`src/rtl/reservation_station_if.sv`:
```
// Dispatch, CDB and ALU-issue signal bundle for the reservation station.
// master = environment (dispatcher, RoB, CDB, ALU side); slave = reservation station.
interface reservation_station_if #(
  parameter int unsigned RoB_WIDTH = 3
);
  logic                 rdy_in;
  logic                 RoB_flush_signal;

  logic                 RS_newEntry_en;
  logic [RoB_WIDTH-1:0] RS_robEntry;
  logic [6:0]           RS_opcode;
  logic [31:0]          RS_Vj;
  logic [31:0]          RS_Vk;
  logic [RoB_WIDTH:0]   RS_Qj;
  logic [RoB_WIDTH:0]   RS_Qk;
  logic [31:0]          RS_imm;
  logic [31:0]          RS_pc;
  logic                 RS_isFull;

  logic                 ALU_cdb_en;
  logic [RoB_WIDTH-1:0] ALU_cdb_robIndex;
  logic [31:0]          ALU_cdb_value;
  logic                 LSB_cdb_en;
  logic [RoB_WIDTH-1:0] LSB_cdb_robIndex;
  logic [31:0]          LSB_cdb_value;

  logic                 ALU_en;
  logic [RoB_WIDTH-1:0] ALU_robIndex;
  logic [6:0]           ALU_opcode;
  logic [31:0]          ALU_Vj;
  logic [31:0]          ALU_Vk;
  logic [31:0]          ALU_imm;
  logic [31:0]          ALU_pc;

  modport master (
    output rdy_in, RoB_flush_signal,
    output RS_newEntry_en, RS_robEntry, RS_opcode, RS_Vj, RS_Vk, RS_Qj, RS_Qk, RS_imm, RS_pc,
    input  RS_isFull,
    output ALU_cdb_en, ALU_cdb_robIndex, ALU_cdb_value,
    output LSB_cdb_en, LSB_cdb_robIndex, LSB_cdb_value,
    input  ALU_en, ALU_robIndex, ALU_opcode, ALU_Vj, ALU_Vk, ALU_imm, ALU_pc
  );

  modport slave (
    input  rdy_in, RoB_flush_signal,
    input  RS_newEntry_en, RS_robEntry, RS_opcode, RS_Vj, RS_Vk, RS_Qj, RS_Qk, RS_imm, RS_pc,
    output RS_isFull,
    input  ALU_cdb_en, ALU_cdb_robIndex, ALU_cdb_value,
    input  LSB_cdb_en, LSB_cdb_robIndex, LSB_cdb_value,
    output ALU_en, ALU_robIndex, ALU_opcode, ALU_Vj, ALU_Vk, ALU_imm, ALU_pc
  );
endinterface

```
`src/rtl/reservation_station.sv`:
```
// ALU reservation station: holds dispatched ops, snoops two CDB ports for operands,
// and issues the lowest-index ready entry to the ALU each cycle.
module reservation_station #(
  parameter int unsigned RS_WIDTH  = 2,
  parameter int unsigned RoB_WIDTH = 3,
  parameter int unsigned NON_DEP   = 1 << RoB_WIDTH
) (
  input logic                  clk_in,
  input logic                  rst_in,
  reservation_station_if.slave bus
);
  localparam int unsigned SIZE = 1 << RS_WIDTH;
  localparam int unsigned QW   = RoB_WIDTH + 1;
  localparam logic [QW-1:0] NonDep = QW'(NON_DEP);

  typedef struct packed {
    logic                 busy;
    logic [RoB_WIDTH-1:0] rob;
    logic [6:0]           opcode;
    logic [31:0]          vj;
    logic [31:0]          vk;
    logic [QW-1:0]        qj;
    logic [QW-1:0]        qk;
    logic [31:0]          imm;
    logic [31:0]          pc;
  } entry_t;

  typedef struct packed {
    logic [RoB_WIDTH-1:0] rob;
    logic [6:0]           opcode;
    logic [31:0]          vj;
    logic [31:0]          vk;
    logic [31:0]          imm;
    logic [31:0]          pc;
  } issue_t;

  localparam entry_t EntryRst = '{busy: 1'b0, rob: '0, opcode: '0, vj: '0, vk: '0,
                                  qj: NonDep, qk: NonDep, imm: '0, pc: '0};

  entry_t [SIZE-1:0] ent_q, ent_d;
  issue_t            iss_q, iss_d;
  logic              alu_en_q, alu_en_d;

  logic [RS_WIDTH:0]   busy_count;
  logic [SIZE-1:0]     ready;
  logic                sel_valid;
  logic [RS_WIDTH-1:0] sel_idx;
  logic                free_valid;
  logic [RS_WIDTH-1:0] free_idx;

  // Tags carry an extra MSB so a producer tag can never alias NON_DEP.
  function automatic logic tag_hit(input logic [QW-1:0] q, input logic en,
                                   input logic [RoB_WIDTH-1:0] idx);
    return en && (q == {1'b0, idx});
  endfunction

  // Descending scan so the lowest matching index wins.
  always_comb begin
    busy_count = '0;
    ready      = '0;
    sel_valid  = 1'b0;
    sel_idx    = '0;
    free_valid = 1'b0;
    free_idx   = '0;
    for (int i = SIZE - 1; i >= 0; i--) begin
      ready[i]   = ent_q[i].busy && (ent_q[i].qj == NonDep) && (ent_q[i].qk == NonDep);
      busy_count = busy_count + {{RS_WIDTH{1'b0}}, ent_q[i].busy};
      if (ready[i]) begin
        sel_valid = 1'b1;
        sel_idx   = RS_WIDTH'(i);
      end
      if (!ent_q[i].busy) begin
        free_valid = 1'b1;
        free_idx   = RS_WIDTH'(i);
      end
    end
  end

  // Counts the in-flight dispatch so the dispatcher's one-cycle register delay cannot overfill.
  assign bus.RS_isFull = ({1'b0, busy_count} + (RS_WIDTH + 2)'(bus.RS_newEntry_en))
                         >= (RS_WIDTH + 2)'(SIZE);

  always_comb begin
    ent_d    = ent_q;
    iss_d    = iss_q;
    alu_en_d = alu_en_q;
    if (bus.rdy_in) begin
      if (bus.RoB_flush_signal) begin
        for (int i = 0; i < SIZE; i++) ent_d[i].busy = 1'b0;
        alu_en_d = 1'b0;
      end else begin
        for (int i = 0; i < SIZE; i++) begin
          if (ent_q[i].busy) begin
            if (tag_hit(ent_q[i].qj, bus.ALU_cdb_en, bus.ALU_cdb_robIndex)) begin
              ent_d[i].vj = bus.ALU_cdb_value;
              ent_d[i].qj = NonDep;
            end else if (tag_hit(ent_q[i].qj, bus.LSB_cdb_en, bus.LSB_cdb_robIndex)) begin
              ent_d[i].vj = bus.LSB_cdb_value;
              ent_d[i].qj = NonDep;
            end
            if (tag_hit(ent_q[i].qk, bus.ALU_cdb_en, bus.ALU_cdb_robIndex)) begin
              ent_d[i].vk = bus.ALU_cdb_value;
              ent_d[i].qk = NonDep;
            end else if (tag_hit(ent_q[i].qk, bus.LSB_cdb_en, bus.LSB_cdb_robIndex)) begin
              ent_d[i].vk = bus.LSB_cdb_value;
              ent_d[i].qk = NonDep;
            end
          end
        end

        alu_en_d = sel_valid;
        if (sel_valid) begin
          iss_d = '{rob: ent_q[sel_idx].rob, opcode: ent_q[sel_idx].opcode,
                    vj: ent_q[sel_idx].vj, vk: ent_q[sel_idx].vk,
                    imm: ent_q[sel_idx].imm, pc: ent_q[sel_idx].pc};
          ent_d[sel_idx].busy = 1'b0;
        end

        // free_idx comes from registered busy bits, so a slot issued this edge stays empty.
        if (bus.RS_newEntry_en && free_valid) begin
          ent_d[free_idx].busy   = 1'b1;
          ent_d[free_idx].rob    = bus.RS_robEntry;
          ent_d[free_idx].opcode = bus.RS_opcode;
          ent_d[free_idx].imm    = bus.RS_imm;
          ent_d[free_idx].pc     = bus.RS_pc;
          ent_d[free_idx].vj     = bus.RS_Vj;
          ent_d[free_idx].qj     = bus.RS_Qj;
          ent_d[free_idx].vk     = bus.RS_Vk;
          ent_d[free_idx].qk     = bus.RS_Qk;
          if (tag_hit(bus.RS_Qj, bus.ALU_cdb_en, bus.ALU_cdb_robIndex)) begin
            ent_d[free_idx].vj = bus.ALU_cdb_value;
            ent_d[free_idx].qj = NonDep;
          end else if (tag_hit(bus.RS_Qj, bus.LSB_cdb_en, bus.LSB_cdb_robIndex)) begin
            ent_d[free_idx].vj = bus.LSB_cdb_value;
            ent_d[free_idx].qj = NonDep;
          end
          if (tag_hit(bus.RS_Qk, bus.ALU_cdb_en, bus.ALU_cdb_robIndex)) begin
            ent_d[free_idx].vk = bus.ALU_cdb_value;
            ent_d[free_idx].qk = NonDep;
          end else if (tag_hit(bus.RS_Qk, bus.LSB_cdb_en, bus.LSB_cdb_robIndex)) begin
            ent_d[free_idx].vk = bus.LSB_cdb_value;
            ent_d[free_idx].qk = NonDep;
          end
        end
      end
    end
  end

  always_ff @(posedge clk_in or negedge rst_in) begin
    if (!rst_in) begin
      ent_q    <= {SIZE{EntryRst}};
      iss_q    <= '0;
      alu_en_q <= 1'b0;
    end else begin
      ent_q    <= ent_d;
      iss_q    <= iss_d;
      alu_en_q <= alu_en_d;
    end
  end

  assign bus.ALU_en       = alu_en_q;
  assign bus.ALU_robIndex = iss_q.rob;
  assign bus.ALU_opcode   = iss_q.opcode;
  assign bus.ALU_Vj       = iss_q.vj;
  assign bus.ALU_Vk       = iss_q.vk;
  assign bus.ALU_imm      = iss_q.imm;
  assign bus.ALU_pc       = iss_q.pc;
endmodule

```
`src/flat_wrapper.sv`:
```
// flat-port wrapper written by rule: the top's interface ports become plain ports
module reservation_station_flat 
#(
  parameter int unsigned RS_WIDTH  = 2,
  parameter int unsigned RoB_WIDTH = 3,
  parameter int unsigned NON_DEP   = 1 << RoB_WIDTH
)
  (clk_in, rst_in, bus_rdy_in, bus_RoB_flush_signal, bus_RS_newEntry_en, bus_RS_robEntry, bus_RS_opcode, bus_RS_Vj, bus_RS_Vk, bus_RS_Qj, bus_RS_Qk, bus_RS_imm, bus_RS_pc, bus_RS_isFull, bus_ALU_cdb_en, bus_ALU_cdb_robIndex, bus_ALU_cdb_value, bus_LSB_cdb_en, bus_LSB_cdb_robIndex, bus_LSB_cdb_value, bus_ALU_en, bus_ALU_robIndex, bus_ALU_opcode, bus_ALU_Vj, bus_ALU_Vk, bus_ALU_imm, bus_ALU_pc);
  reservation_station_if #(.RoB_WIDTH(RoB_WIDTH)) bus_i ();
  input logic clk_in;
  input logic rst_in;
  input wire logic [$bits(bus_i.rdy_in)-1:0] bus_rdy_in;
  input wire logic [$bits(bus_i.RoB_flush_signal)-1:0] bus_RoB_flush_signal;
  input wire logic [$bits(bus_i.RS_newEntry_en)-1:0] bus_RS_newEntry_en;
  input wire logic [$bits(bus_i.RS_robEntry)-1:0] bus_RS_robEntry;
  input wire logic [$bits(bus_i.RS_opcode)-1:0] bus_RS_opcode;
  input wire logic [$bits(bus_i.RS_Vj)-1:0] bus_RS_Vj;
  input wire logic [$bits(bus_i.RS_Vk)-1:0] bus_RS_Vk;
  input wire logic [$bits(bus_i.RS_Qj)-1:0] bus_RS_Qj;
  input wire logic [$bits(bus_i.RS_Qk)-1:0] bus_RS_Qk;
  input wire logic [$bits(bus_i.RS_imm)-1:0] bus_RS_imm;
  input wire logic [$bits(bus_i.RS_pc)-1:0] bus_RS_pc;
  output wire logic [$bits(bus_i.RS_isFull)-1:0] bus_RS_isFull;
  input wire logic [$bits(bus_i.ALU_cdb_en)-1:0] bus_ALU_cdb_en;
  input wire logic [$bits(bus_i.ALU_cdb_robIndex)-1:0] bus_ALU_cdb_robIndex;
  input wire logic [$bits(bus_i.ALU_cdb_value)-1:0] bus_ALU_cdb_value;
  input wire logic [$bits(bus_i.LSB_cdb_en)-1:0] bus_LSB_cdb_en;
  input wire logic [$bits(bus_i.LSB_cdb_robIndex)-1:0] bus_LSB_cdb_robIndex;
  input wire logic [$bits(bus_i.LSB_cdb_value)-1:0] bus_LSB_cdb_value;
  output wire logic [$bits(bus_i.ALU_en)-1:0] bus_ALU_en;
  output wire logic [$bits(bus_i.ALU_robIndex)-1:0] bus_ALU_robIndex;
  output wire logic [$bits(bus_i.ALU_opcode)-1:0] bus_ALU_opcode;
  output wire logic [$bits(bus_i.ALU_Vj)-1:0] bus_ALU_Vj;
  output wire logic [$bits(bus_i.ALU_Vk)-1:0] bus_ALU_Vk;
  output wire logic [$bits(bus_i.ALU_imm)-1:0] bus_ALU_imm;
  output wire logic [$bits(bus_i.ALU_pc)-1:0] bus_ALU_pc;
  assign bus_i.rdy_in = bus_rdy_in;
  assign bus_i.RoB_flush_signal = bus_RoB_flush_signal;
  assign bus_i.RS_newEntry_en = bus_RS_newEntry_en;
  assign bus_i.RS_robEntry = bus_RS_robEntry;
  assign bus_i.RS_opcode = bus_RS_opcode;
  assign bus_i.RS_Vj = bus_RS_Vj;
  assign bus_i.RS_Vk = bus_RS_Vk;
  assign bus_i.RS_Qj = bus_RS_Qj;
  assign bus_i.RS_Qk = bus_RS_Qk;
  assign bus_i.RS_imm = bus_RS_imm;
  assign bus_i.RS_pc = bus_RS_pc;
  assign bus_RS_isFull = bus_i.RS_isFull;
  assign bus_i.ALU_cdb_en = bus_ALU_cdb_en;
  assign bus_i.ALU_cdb_robIndex = bus_ALU_cdb_robIndex;
  assign bus_i.ALU_cdb_value = bus_ALU_cdb_value;
  assign bus_i.LSB_cdb_en = bus_LSB_cdb_en;
  assign bus_i.LSB_cdb_robIndex = bus_LSB_cdb_robIndex;
  assign bus_i.LSB_cdb_value = bus_LSB_cdb_value;
  assign bus_ALU_en = bus_i.ALU_en;
  assign bus_ALU_robIndex = bus_i.ALU_robIndex;
  assign bus_ALU_opcode = bus_i.ALU_opcode;
  assign bus_ALU_Vj = bus_i.ALU_Vj;
  assign bus_ALU_Vk = bus_i.ALU_Vk;
  assign bus_ALU_imm = bus_i.ALU_imm;
  assign bus_ALU_pc = bus_i.ALU_pc;
  reservation_station #(.RS_WIDTH(RS_WIDTH), .RoB_WIDTH(RoB_WIDTH), .NON_DEP(NON_DEP)) u_core (.clk_in(clk_in), .rst_in(rst_in), .bus(bus_i));
endmodule
```
`config.mk`:
```
export PLATFORM = sky130hd
export DESIGN_NAME = reservation_station_flat
export DESIGN_NICKNAME = d
export VERILOG_FILES = /design/src/rtl/reservation_station_if.sv /design/src/rtl/reservation_station.sv /design/src/flat_wrapper.sv
export SDC_FILE = /design/constraint.sdc
export NUM_CORES = 2
export LEC_CHECK = 0
export CORE_ASPECT_RATIO = 1.5
export CORE_MARGIN = 8
export CORE_UTILIZATION = 60
export CTS_CLUSTER_DIAMETER = 100
export DETAILED_ROUTE_END_ITERATION = 7
export MAX_ROUTING_LAYER = met4
export PLACE_DENSITY = 0.83
export SKIP_CTS_REPAIR_TIMING = 1
export SLEW_MARGIN = 25
export SYNTH_ARGS = -nofsm -noshare
export SYNTH_HDL_FRONTEND = slang
export SYNTH_SLANG_ARGS = --single-unit
```
`constraint.sdc`:
```
create_clock -name clk_in -period 5.7 [get_ports clk_in]
set_input_delay 0.57 -clock clk_in [delete_from_list [all_inputs] [get_ports clk_in]]
set_output_delay 0.57 -clock clk_in [all_outputs]
set_load 0.03 [all_outputs]
```
==> After elaboration in Yosys (flattened, before gate mapping) <==
Index checks and enable logic that the tools add are counted.
{ "word_totals": {"mem_count": 0, "wordCells": 230, "latchBits": 0, "rom_bits": 0, "ram_bits": 0, "inputBits": 223, "out_inout_bits": 140, "register_bits": 727} }
{ "op_classes": {"eq_ne": 28, "shift": 0, "n_bitwise": 1, "n_reduce_logical": 33, "mux": 116, "n_addsub": 4, "div": 0, "n_lt_le_gt_ge": 5, "n_mul": 0} }
{ "op_table": {"columns": ["cell", "count"], "rows": [
  ["bitwise mux 588 bit", 18],
  ["two-way mux 588 bit", 11],
  ["demux 147 bit (select 2 bit)", 10],
  ["two-way mux 72 bit", 13],
  ["two-way mux 32 bit", 17],
  ["binary-select mux 147 bit (select 2 bit)", 1],
  ["two-way mux 147 bit", 2],
  ["two-way mux 146 bit", 2],
  ["two-way mux 143 bit", 1],
  ["two-way mux 136 bit", 1],
  ["two-way mux 104 bit", 1],
  ["== test 4 x 3 -> 1 bit", 20],
  ["two-way mux 68 bit", 1],
  ["two-way mux 4 bit", 16],
  ["two-way mux 64 bit", 1],
  ["== test 4 bit, second input constant", 8],
  ["logical AND 1 bit", 31],
  ["two-way mux 2 bit", 8],
  ["two-way mux 1 bit", 13],
  ["adder 3 x 1 -> 3 bit", 2],
  ["< comparator 2 x 3 -> 1 bit, second input constant", 2],
  ["adder 3 x 1 -> 4 bit", 1],
  [">= comparator 2 x 1 -> 1 bit, second input constant", 2],
  [">= comparator 4 x 3 -> 1 bit, second input constant", 1],
  ["other kinds (4)", 4]
]} }

==> Longest topological paths before layout <==
{ "logic_depth": {"ltp_word": 37, "depth_mapped": 10, "ltp_nobuf": 7} }

==> Least setup slack after synthesis <==
OpenSTA, ideal clock, no wires.
{ "synth_timing": {"kind": "reg2out", "startpoint": "register u_core.ent_q[587] (netlist bit)", "endpoint": "output port bus_RS_isFull", "n_path_buf": 1, "path_stages_with_launch": 9, "t_required_ns": 5.130, "t_arrival_ns": 1.939, "slack_ns": 3.191, "cell_sequence": "dfrtp_1 > clkbuf_1 > inv_1 > ha_1 > fa_1 > inv_1 > ha_1 > nand2_1 > o21bai_1"} }
{ "synth_between": {"elab_chain_len": 5} }
{ "synth_rtl": {"columns": ["item", "line_no", "text"], "rows": [
  ["from (decl)", "reservation_station.sv:40", "entry_t [SIZE-1:0] ent_q, ent_d;"],
  ["from (signal assigned)", "reservation_station.sv:151", "ent_q <= {SIZE{EntryRst}};"],
  ["from (signal assigned)", "reservation_station.sv:155", "ent_q <= ent_d;"],
  ["adder 1 x 1 -> 2 bit", "reservation_station.sv:67", "busy_count = busy_count + {{RS_WIDTH{1'b0}}, ent_q[i].busy};"],
  ["adder 3 x 1 -> 3 bit (2 in a row)", "reservation_station.sv:67", null],
  ["adder 3 x 1 -> 4 bit", "reservation_station.sv:80", "assign bus.RS_isFull = ({1'b0, busy_count} + (RS_WIDTH + 2)'(bus.RS_newEntry_en))"],
  [">= comparator 4 x 3 -> 1 bit", "reservation_station.sv:81", ">= (RS_WIDTH + 2)'(SIZE);"],
  ["to (decl)", "flat_wrapper.sv:23", "output wire logic [$bits(bus_i.RS_isFull)-1:0] bus_RS_isFull;"]
]} }
No other way between the ends.

==> Worst setup path in the final report <==
{ "layout_timing": {"startpoint": "register u_core.ent_q[293] (netlist bit)", "endpoint": "output port bus_RS_isFull"} }
{ "layout_between": {"elab_chain_len": 4} }
{ "layout_rtl": {"columns": ["item", "line_no"], "rows": [
  ["adder 3 x 1 -> 3 bit (2 in a row)", "reservation_station.sv:67"],
  ["adder 3 x 1 -> 4 bit", "reservation_station.sv:80"],
  [">= comparator 4 x 3 -> 1 bit", "reservation_station.sv:81"]
]} }
No other way between the ends.

==> impl_metrics.ini <==
[critical_path]
slowest_stage = dfrtp_2
slowest_delay_ns = 0.77
rrSetupSlack_ns = 1.79
required_ns = 5.13
path_cells = clkinv_1 > buf_4 > fa_1 > inv_1 > ha_1 > nand2_1 > o21bai_1 > clkdlybuf4s50_1
cp-start-kind = flip-flop
crit_arrival_ns = 3.68
worstPathMaxFanout = 35
critPathKind = flip-flop to output port
end_kind = output port

[floorplan]
dieArea_sq_um = 72100
die_h_um = 325
ios = 363
coreArea_sq_um = 63200
initial_utilization = 0.604
row_count = 113
die_w_um = 222

[route]
routed_wl_um = 146000
drc = 0
drt_iter0_drc = 5619
dr.pass1.iters = 7
vias_per_cell = 6.94
num_vias = 37000
post_drt_wl_per_cell_um = 27.5
antenna_left = 0

[cts]
cts_buffers = 71
tritoncts = built
clk_pin_slew_ns = 0.07
root_buffer = clkbuf_16
clockBufferDepth = 3
cts_sinks = 727
cts-htree-levels = 3
worstSkewPairLatency_ns = 0.66

[yosys]
async_flop_share = 1.00
syn_area_sq_um = 38200
synthMostInstantiatedCell = nand2_1
yosysUniqueCellTypes = 66
synth_common_cells = 1124 x nand2_1, 719 x dfrtp_1, 370 x nor2_1, 357 x clkbuf_1, 220 x a21oi_1
synth_cells = 4362
synth_compound_area_frac = 0.215
synth_top_family_by_area = compound AO/OA/AOI/OAI gates
synth_edf_count = 0
seq_area_frac_synth = 0.477
synth-xor-area-share = 0.0138
synth_nets = 4589
synth_fa_ha_area_frac = 0.00151
muxShareOfSynthArea = 0.0588
netlist_top_cells_area = dfrtp_1 47%, nand2_1 11%, mux2i_1 5.6%
synth_area_leader_cell = dfrtp_1
yosysTopAreaCellShare = 0.471
synthFlopType = dfrtp_1
synth_seq_cells = 727
synth.avg_cell_area_sq_um = 8.76
yosys.area_share.simple = 0.181
yosys_warnings = 0

[pwr]
p_leak_nw = 20.9
power-per-cell-area_nw_per_um2 = 403
peakVddDrop_v = 0.000382

[global_route]
grt_max_degree = 159
grt_pass1_wl_um = 222000
antenna_found_initial = 31
grt_overflow = 0
track_usage = 0.408
grt_pass1_vias = 37100

[finish]
drive_gt1_frac = 0.0563
nets = 4665
areaGrowthSynthToFinish_pct = 16.7
final_util = 0.705

[timing]
rsz0062_at_grt = false
timing.hold.ws_ns = -0.0549
setup-violations-final = 0
report.final.slew_viol_count = 0
period_minus_slack_ns = 4.25
slew_headroom = 0.261
worst_slew_pin_slew_ns = 1.10
tns_ns = 0
period_share = 0.745
fin_skew_ns = 0.0266
max_freq_ghz = 0.236
hold_violations = 14

[run_status]
violations = negative hold slack
outcome = finished, violations left

[placement]
dp_hpwl_um = 85200
gp_congestion = 0.977
port_buffers = 362

[worst_hold_path]
min_path_type = input pin to async pin

[run]
drv_cap = 0
-- metrics by stage --
stage | instance area (sq um) | hold WS [ns] | total power [mW] | std cells | setup slack, ns
floorplan | 38200 | 0.274 | 10.7 | 4362 | 3.19
global placement | 42000 | 0.457 | 12.8 | 5164 | 1.77
detailed placement | 42100 | 0.462 | 13.0 | 5169 | 1.70
CTS | 44500 | -0.00578 | 17.9 | 5296 | 1.57
global route | 44600 | 0.00317 | 18.7 | 5327 | 1.37
finish | 44600 | -0.0549 | 17.9 | 5328 | 1.45
-- worst max-delay path: cells and delay by family (launching register included) --
kind / cells / cell delay, ns
AOI/OAI and AO/OA: 1 / 0.30
adders and majority gates: 2 / 0.60
buffers and inverters: 4 / 1.30
DFF: 1 / 0.77
and+or+nand+nor: 1 / 0.05
-- kinds of logic after synthesis --
group | count (synthesis)
and+or+nand+nor | 1708
AOI/OAI and AO/OA | 1124
DFF | 727
buffers and inverters | 516
muxes | 223
xor gates and xnor gates | 60
adders and majority gates | 4
-- flip-flops by register name (all words and copies together), names as in the netlist --
register / flops
u_core.bus.ALU_Vk: 32
u_core.bus.ALU_en: 1
u_core.bus.ALU_imm: 32
u_core.bus.ALU_opcode: 7
u_core.bus.ALU_robIndex: 3
u_core.bus.ALU_Vj: 32
u_core.bus.ALU_pc: 32
u_core.ent_q: 588
-- cell usage in the layout, fill, tap and decap left out, drive strengths merged, types with 6 or more instances in the layout --
master / count
mux2i: 213
nand4: 17
o31ai: 62
a21oi: 220
a221o: 94
nor4: 6
a222oi: 35
dfstp: 8
buf: 79
a21o: 39
nand3: 36
a21boi: 31
a31oi: 170
nand2: 1124
nand2b: 41
mux2: 10
clkbuf: 103
a22o: 12
nor2: 370
nor2b: 17
o22ai: 14
a41oi: 33
or2: 31
clkinv: 13
xor2: 21
o221ai: 159
inv: 84
o21ai: 104
o221a: 30
diode: 31
nor3: 44
o2bb2ai: 6
clkdlybuf4s50: 361
xnor2: 39
and4: 7
a211o: 63
a211oi: 34
dfrtp: 719
-- worst paths after layout --
path | from | end | cells past startpoint
worst min-delay path | rst_in | u_core.bus.ALU_Vk[12]$_DFFE_PN0P_ | 1
worst min register to register | u_core.ent_q[137]$_DFFE_PN0P_ | u_core.ent_q[137]$_DFFE_PN0P_ | 2
worst max register to register | u_core.ent_q[293]$_DFFE_PN0P_ | u_core.ent_q[308]$_DFFE_PN0P_ | 8
min in group clk_in | u_core.ent_q[137]$_DFFE_PN0P_ | u_core.ent_q[137]$_DFFE_PN0P_ | 2
worst max-delay path | u_core.ent_q[293]$_DFFE_PN0P_ | bus_RS_isFull | 8
max in group asynchronous | rst_in | u_core.ent_q[470]$_DFFE_PN0P_ | 2
-- report_power, final --
group	internal (mW)	switching [mW]
registers	6.56	1.01
clock network	2.77	2.15
logic	2.26	3.19
-- layout make-up --
class,count,area (sq um)
Multi-Input combinational cell,3119,18200
Tap cell,805,1010
Clock inverter,24,308
Antenna cell,31,77.6
Sequential cell,727,18200
Fill cell,4758,18600
Clock buffer,103,2070
Inverter,79,297
Timing Repair Buffer,440,4440
-- metal layers --
layer / wire, um / vias to the layer above / share of wire / track usage
met4: 11700 / 0 / 0.080 / 0.302
met2: 66000 / 2952 / 0.45 / 0.614
met1: 49800 / 17700 / 0.34 / 0.455
met3: 18700 / 708 / 0.13 / 0.126
li1: - / 15600 / - / -
met5: 0 / - / 0 / -
Power figures use the tool's default switching activity.
